===== src/rtl/rr_arbiter8.sv =====
// Eight-way round-robin arbiter with a registered one-hot grant, a per-grant hold
// limit and a one-cycle timeout pulse when that limit revokes the grant.
module rr_arbiter8 #(
  parameter int unsigned MAX_HOLD = 16
) (
  input  logic       clk,
  input  logic       rst_n,
  input  logic [7:0] req,
  input  logic       done,
  output logic [7:0] gnt,
  output logic [2:0] gnt_idx,
  output logic       gnt_valid,
  output logic       timeout
);

  localparam logic [7:0] HOLD_LAST = 8'(MAX_HOLD - 1);

  typedef enum logic [0:0] {IDLE = 1'b0, GRANT = 1'b1} state_t;

  state_t     state_r, state_nxt_s;
  logic [2:0] ptr_r, ptr_nxt_s, idx_nxt_s, pick_s;
  logic [7:0] hold_cnt_r, hold_cnt_nxt_s, gnt_nxt_s;
  logic       valid_nxt_s, timeout_nxt_s;
  logic       hold_hit_s, early_s, release_s;

  // Scan runs ptr, ptr+1, ... ptr+7; iterating backwards lets the nearest hit win.
  function automatic logic [2:0] rr_pick(input logic [7:0] r, input logic [2:0] p);
    logic [2:0] cand;
    rr_pick = p;
    for (int i = 7; i >= 0; i--) begin
      cand = p + 3'(i);
      if (r[cand]) begin
        rr_pick = cand;
      end else begin
        rr_pick = rr_pick;
      end
    end
  endfunction

  assign pick_s     = rr_pick(req, ptr_r);
  assign hold_hit_s = (hold_cnt_r == HOLD_LAST);
  assign early_s    = done | ~req[gnt_idx];
  assign release_s  = (state_r == GRANT) & (early_s | hold_hit_s);

  // State register
  always_ff @(posedge clk or negedge rst_n) begin
    if (!rst_n) begin
      state_r <= IDLE;
    end else begin
      state_r <= state_nxt_s;
    end
  end

  // Next-state logic
  always_comb begin
    state_nxt_s = state_r;
    case (state_r)
      IDLE: begin
        if (req != 8'h00) state_nxt_s = GRANT;
        else              state_nxt_s = IDLE;
      end
      GRANT: begin
        if (release_s) state_nxt_s = IDLE;
        else           state_nxt_s = GRANT;
      end
      default: state_nxt_s = IDLE;
    endcase
  end

  // Next values of the registered outputs, pointer and hold counter
  always_comb begin
    ptr_nxt_s      = ptr_r;
    idx_nxt_s      = gnt_idx;
    hold_cnt_nxt_s = hold_cnt_r;
    gnt_nxt_s      = 8'h00;
    valid_nxt_s    = 1'b0;
    timeout_nxt_s  = 1'b0;
    case (state_r)
      IDLE: begin
        if (req != 8'h00) begin
          idx_nxt_s      = pick_s;
          gnt_nxt_s      = 8'h01 << pick_s;
          valid_nxt_s    = 1'b1;
          hold_cnt_nxt_s = 8'h00;
        end else begin
          gnt_nxt_s   = 8'h00;
          valid_nxt_s = 1'b0;
        end
      end
      GRANT: begin
        if (release_s) begin
          ptr_nxt_s     = gnt_idx + 3'd1;
          timeout_nxt_s = hold_hit_s & ~early_s;
        end else begin
          gnt_nxt_s      = gnt;
          valid_nxt_s    = 1'b1;
          hold_cnt_nxt_s = hold_cnt_r + 8'd1;
        end
      end
      default: begin
        gnt_nxt_s   = 8'h00;
        valid_nxt_s = 1'b0;
      end
    endcase
  end

  // Output and datapath registers
  always_ff @(posedge clk or negedge rst_n) begin
    if (!rst_n) begin
      ptr_r      <= 3'd0;
      gnt_idx    <= 3'd0;
      hold_cnt_r <= 8'h00;
      gnt        <= 8'h00;
      gnt_valid  <= 1'b0;
      timeout    <= 1'b0;
    end else begin
      ptr_r      <= ptr_nxt_s;
      gnt_idx    <= idx_nxt_s;
      hold_cnt_r <= hold_cnt_nxt_s;
      gnt        <= gnt_nxt_s;
      gnt_valid  <= valid_nxt_s;
      timeout    <= timeout_nxt_s;
    end
  end

endmodule


===== config.mk =====
export PLATFORM = sky130hd
export DESIGN_NAME = rr_arbiter8
export DESIGN_NICKNAME = d
export VERILOG_FILES = /design/src/rtl/rr_arbiter8.sv
export SDC_FILE = /design/constraint.sdc
export NUM_CORES = 1
export LEC_CHECK = 0
export CORE_ASPECT_RATIO = 0.8
export CORE_MARGIN = 4
export CORE_UTILIZATION = 42
export DETAILED_ROUTE_END_ITERATION = 6
export PLACE_DENSITY = 0.69
export REMOVE_ABC_BUFFERS = 1
export SETUP_SLACK_MARGIN = 0.02
export SLEW_MARGIN = 10
export SYNTH_ARGS = -nofsm -noshare
export SYNTH_HDL_FRONTEND = slang
export SYNTH_SLANG_ARGS = --single-unit
export TNS_END_PERCENT = 50

===== constraint.sdc =====
create_clock -name clk -period 4.2 [get_ports clk]
set_input_delay 0.42 -clock clk [delete_from_list [all_inputs] [get_ports clk]]
set_output_delay 0.42 -clock clk [all_outputs]
set_load 0.01 [all_outputs]

Yosys cells after proc, flatten, opt, wreduce, memory -nomap -nowiden
Index checks and enable logic that the tools add are counted.
Storage, ports and cells
  register bits after elaboration: 24
  output and inout bits: 13
Operators by class
  equal/unequal tests: 4
  multiplexer cells: 37
  shift operators: 1
  bitwise logic cells: 7
  add/sub/neg operators: 9
  reductions and logical operators: 4
  $lt $le $gt $ge: 9
Operators with widths (number)
  3-bit by 4-bit less-than comparator with 1-bit output (second input constant): 9
  8-bit two-way mux: 4
  8-bit one-hot mux with 2 select lines: 2
  1-bit binary-select mux with 3-bit select: 9
  3-bit two-way mux: 8
  1-bit two-way mux: 13
  3-bit adder (second input constant): 4
  8-bit by 1-bit adder with 8-bit output (second input constant): 1
  8-bit by 4-bit equality test with 1-bit output (second input constant): 1
  8-bit nonzero test: 1
  1-bit by 3-bit left shift with 8-bit output (first input constant): 1
  3-bit by 1-bit adder with 3-bit output (second input constant): 2
  3-bit by 2-bit adder with 3-bit output (second input constant): 2
  2-bit AND reduction: 3
  2-bit != test (second input constant): 2
  1-bit inverter: 3
  1-bit AND: 2
  2-bit by 1-bit != test with 1-bit output (second input constant): 1
  1-bit OR: 2
  1-bit one-hot mux with 2 select lines: 1

Longest topological paths before layout
  depth in word-level cells: 14
  mapped depth: 13
  gate-level depth less buffers: 9

Worst setup path before layout
Ideal clock, no wire load.
  path type: flip-flop to flip-flop
  start: register ptr_r[1]
  end: register gnt[0]
  data required time: 4.078 ns
  stages on the path, launching flop included: 12
  clock period less this slack: 3.202 ns
  slack: 0.998 ns
  setup time: 0.122 ns
  data arrival time: 3.080 ns
  cells stage by stage: dfrtp_1 -> buf_2 -> clkinv_1 -> ha_1 -> buf_2 -> mux4_2 -> mux2i_1 -> mux2_2 -> nor3b_1 -> nand3_1 -> and3_1 -> a32o_1
Between the ends
  longest elaborated chain between the ends: 14
Ends and longest elaborated chain
  from (decl): line 21  | logic [2:0] ptr_r, ptr_nxt_s, idx_nxt_s, pick_s;
  from (signal assigned): line 117  | ptr_r <= ptr_nxt_s;
  3-bit adder: line 31  | cand = p + 3'(i);
  1-bit binary-select mux with 3-bit select: line 32  | if (r[cand]) begin
  1-bit two-way mux (implied by the code): line 32
  3-bit two-way mux (7 in a row): line 32
  3-bit two-way mux *: line 32
  1-bit by 3-bit left shift with 8-bit output *: line 82  | gnt_nxt_s = 8'h01 << pick_s;
  8-bit two-way mux *: line 80  | if (req != 8'h00) begin
  8-bit one-hot mux with 2 select lines *: line 78  | case (state_r)
  to (signal assigned): line 120  | gnt <= gnt_nxt_s;
  to (decl): line 10  | output logic [7:0] gnt,
Mark *: on every way between the ends. The rest lies on a longest branch, timed or not. The select of a mux whose other input is x is not followed.
A chain may end at the register's enable or synchronous reset.

Final worst setup path
Ends and elaborated chain as after synthesis.

==> results by group <==
Run status
  – Status: completed

Critical path
  – Startpoint types: flop
  – Reg2Reg Launch Point: ptr_r[1]
  – Slowest stage delay, CP: 0.63 ns
  – Critical path class: reg -> reg
  – Setup crit end kind: flop
  – Critical path, cell by cell: clkinv_1 > ha_1 > mux4_2 > mux2i_1 > mux2_2 > nor3b_1 > nand3_1 > and3_1 > a32o_1
  – Reg2reg end: gnt[0]
  – Crit path max-delay family: multiplexers
  – Critical path buffers and inverters: 1
  – CP arrival: about 3.5 ns
  – R2R setup slack: ~0.87 ns
  – Worst EP required: 4.37 ns
  – Reg2Reg Depth: 9
  – Crit-path max FO: 10
  – Crit-path slowest cell: ha_1

Yosys
  – Netlist cell types: 48
  – Post-Syn Instances: 212
  – EDFF count, synth: 0
  – Async SR Flop Fraction: 100%
  – Average instance area after synthesis: between 10 and 15 um^2
  – Synth top area share: between 20% and 30%
  – Yosys reg bits: 24
  – Register area share after synthesis: 28.3%
  – Mapped Area: ~2100 um^2
  – Yosys top cell by area: dfrtp_1
  – Ys Warns: 0
  – Ys flop type: dfrtp_1
  – Synth top area cells: dfrtp_1 28%, mux4_2 17%, mux2_2 5.8%, nand2_1 3.7%, mux2i_1 3.3%

Floorplan
  – Die area: approximately 6300 um^2
  – Starting density of the core: 44.8%
  – Die Height: 71.6 um
  – # rows: 22
  – Chip width: 87.4 um
  – I/O Pins: 24
  – Core area: about 4700 um^2

CTS
  – Worst-path clk slew: around 0.090 ns
  – Cts bufs inserted: 3
  – Postcts setup bufs: 0
  – H-tree levels: 1
  – Clock sinks: 24
  – Cells resized by post-CTS repair: 0
  – Clock Path Buffers: 2
  – Hold buffers post-CTS: 0
  – Clock root cell: clkbuf_8
  – CTS tree: yes
  – Skew-Pair Late Insertion Delay: about 0.27 ns

STA
  – Crit share post-route: about 79%
  – Fin. max-slew vios: 0
  – TNS Setup: 0 ns
  – Hold Vio Cnt, Final: 0
  – Skew final: approximately 0.007 ns
  – Slew margin rel.: around half
  – Period minus WS final: approximately 3.3 ns
  – Maximum clock frequency: approximately 300 MHz
  – Worst-Margin Slew: 0.767 ns
  – RSZ-0062 raised after global routing: false
  – Final setup vio count: 0

Layout
  – NumNets Final: 240
  – Area growth syn-to-layout: 14.5%
  – Final Instance Area: 2430 um^2
  – Diodes inserted: 0
  – Share of layout cells above drive strength 1: roughly a fifth
  – Most frequent cells in the layout: 24 x dfrtp_1, 22 x clkdlybuf4s50_1, 21 x nand2_1
  – Commonest non-fill, non-tap cell in the layout: dfrtp_1

Global routing
  – Global-route usage over all layers: between 10% and 20%
  – First-pass GRT wire length: approximately 8600 um
  – Largest net degree at the start of global routing: 25
  – Initial antenna violation count: 0
  – Vias in the first global route: approximately 1,700
  – Grt total ovfl: 0

Route
  – Mean number of vias per cell: about 6.3
  – Total Wirelength: ~5000 um
  – Wirelength per Cell: around 18 um
  – Drt pass-1 iters: 4
  – Via count: approximately 1,800
  – ANT nets after route: 0
  – Iter 0 DRT Violations: just under 200
  – DRC: 0

Placement
  – GPL Wtd Cong: 0.858
  – DP Wirelength: between 3000 and 4000 um
  – Dpl cell area: around 2400 um^2
  – Port buffer count: 23

Pwr
  – PwrDens: slightly below 900 nW/um^2
  – Pleak: around 0.94 nW
  – Peak supply drop: 392 uV

Hold path
  – Worst hold-check path type: in -> async

Run
  – Max cap viols: 0
cells by family after synthesis:
group / share of synthesized area, %
and+or+nand+nor: 17.4
AOI/OAI and AO/OA: 14.9
muxes: 27.9
adders and majority gates: 2.36
DFF: 28.3
buffers and inverters: 5.01
xor gates and xnor gates: 4.13
flip-flops by register name, indices dropped and copies added, names as in the netlist:
| register | flops |
|---|---|
| gnt_valid | 1 |
| hold_cnt_r | 8 |
| ptr_r | 3 |
| timeout | 1 |
| gnt | 8 |
| gnt_idx | 3 |
power breakdown:
part | switching (mW) | internal, mW
clock | 0.0741 | 0.127
combinational | 0.837 | 0.730
sequential | 0.0815 | 0.288
worst max path at each step:
stage             end  cells after the start  startpoint
6_report       gnt[0]                      9    ptr_r[1]
5_1_grt        gnt[0]                      9    ptr_r[1]
4_1_cts        gnt[0]                      9    ptr_r[1]
3_5_place_dp   gnt[0]                      9    ptr_r[1]
3_3_place_gp   gnt[0]                      9    ptr_r[1]
2_1_floorplan  gnt[0]                      9    ptr_r[1]
area by class of cell:
cell class / count / area, um^2
Inverter: 5 / 18.8
Clock buffer: 3 / 41.3
Sequential cell: 24 / 601
Clock inverter: 1 / 30.0
Fill cell: 433 / 2310
Multi-Input combinational cell: 165 / 1410
Timing Repair Buffer: 26 / 248
Tap cell: 60 / 75.1
per-layer routing:
metal	global-route usage [%]	vias to the layer above	share of wire (%)
met2	25.2	60	46
met5	0	-	0
met4	3.58	0	1.0
met3	2.87	6	4.9
li1	-	832	-
met1	26.4	881	48
cells in the mapped netlist, types with 2 or more instances:
cell type	instances
a21oi_1	7
a221oi_1	3
a22o_1	4
a32o_1	2
and3_1	2
buf_2	4
buf_6	2
clkbuf_1	12
clkinv_1	2
dfrtp_1	24
ha_1	4
inv_1	3
mux2_2	11
mux2i_1	7
mux4_2	16
nand2_1	21
nand3_1	10
nand3b_1	3
nand4_1	4
nor2_1	18
nor2b_1	2
nor4_1	6
o211ai_1	2
o21ai_0	7
o21ai_1	3
o311a_1	2
or2_2	2
xnor2_1	2
xor2_1	8
metrics by stage:
| step | instances | worst slack (ns) | power [mW] | util (%) | hold WS, ns |
|---|---|---|---|---|---|
| floorplan | 194 | 0.677 | 1.55 | - | 0.124 |
| global placement | 280 | 1.04 | 1.90 | 49.9 | 0.470 |
| detailed placement | 280 | 0.882 | 1.93 | 49.9 | 0.476 |
| CTS | 284 | 0.883 | 2.14 | 51.4 | 0.497 |
| global route | 284 | 0.655 | 2.31 | 51.3 | 0.159 |
| finish | 284 | 0.875 | 2.14 | 51.3 | 0.120 |
Note: power is estimated with default switching activity, not from simulation.
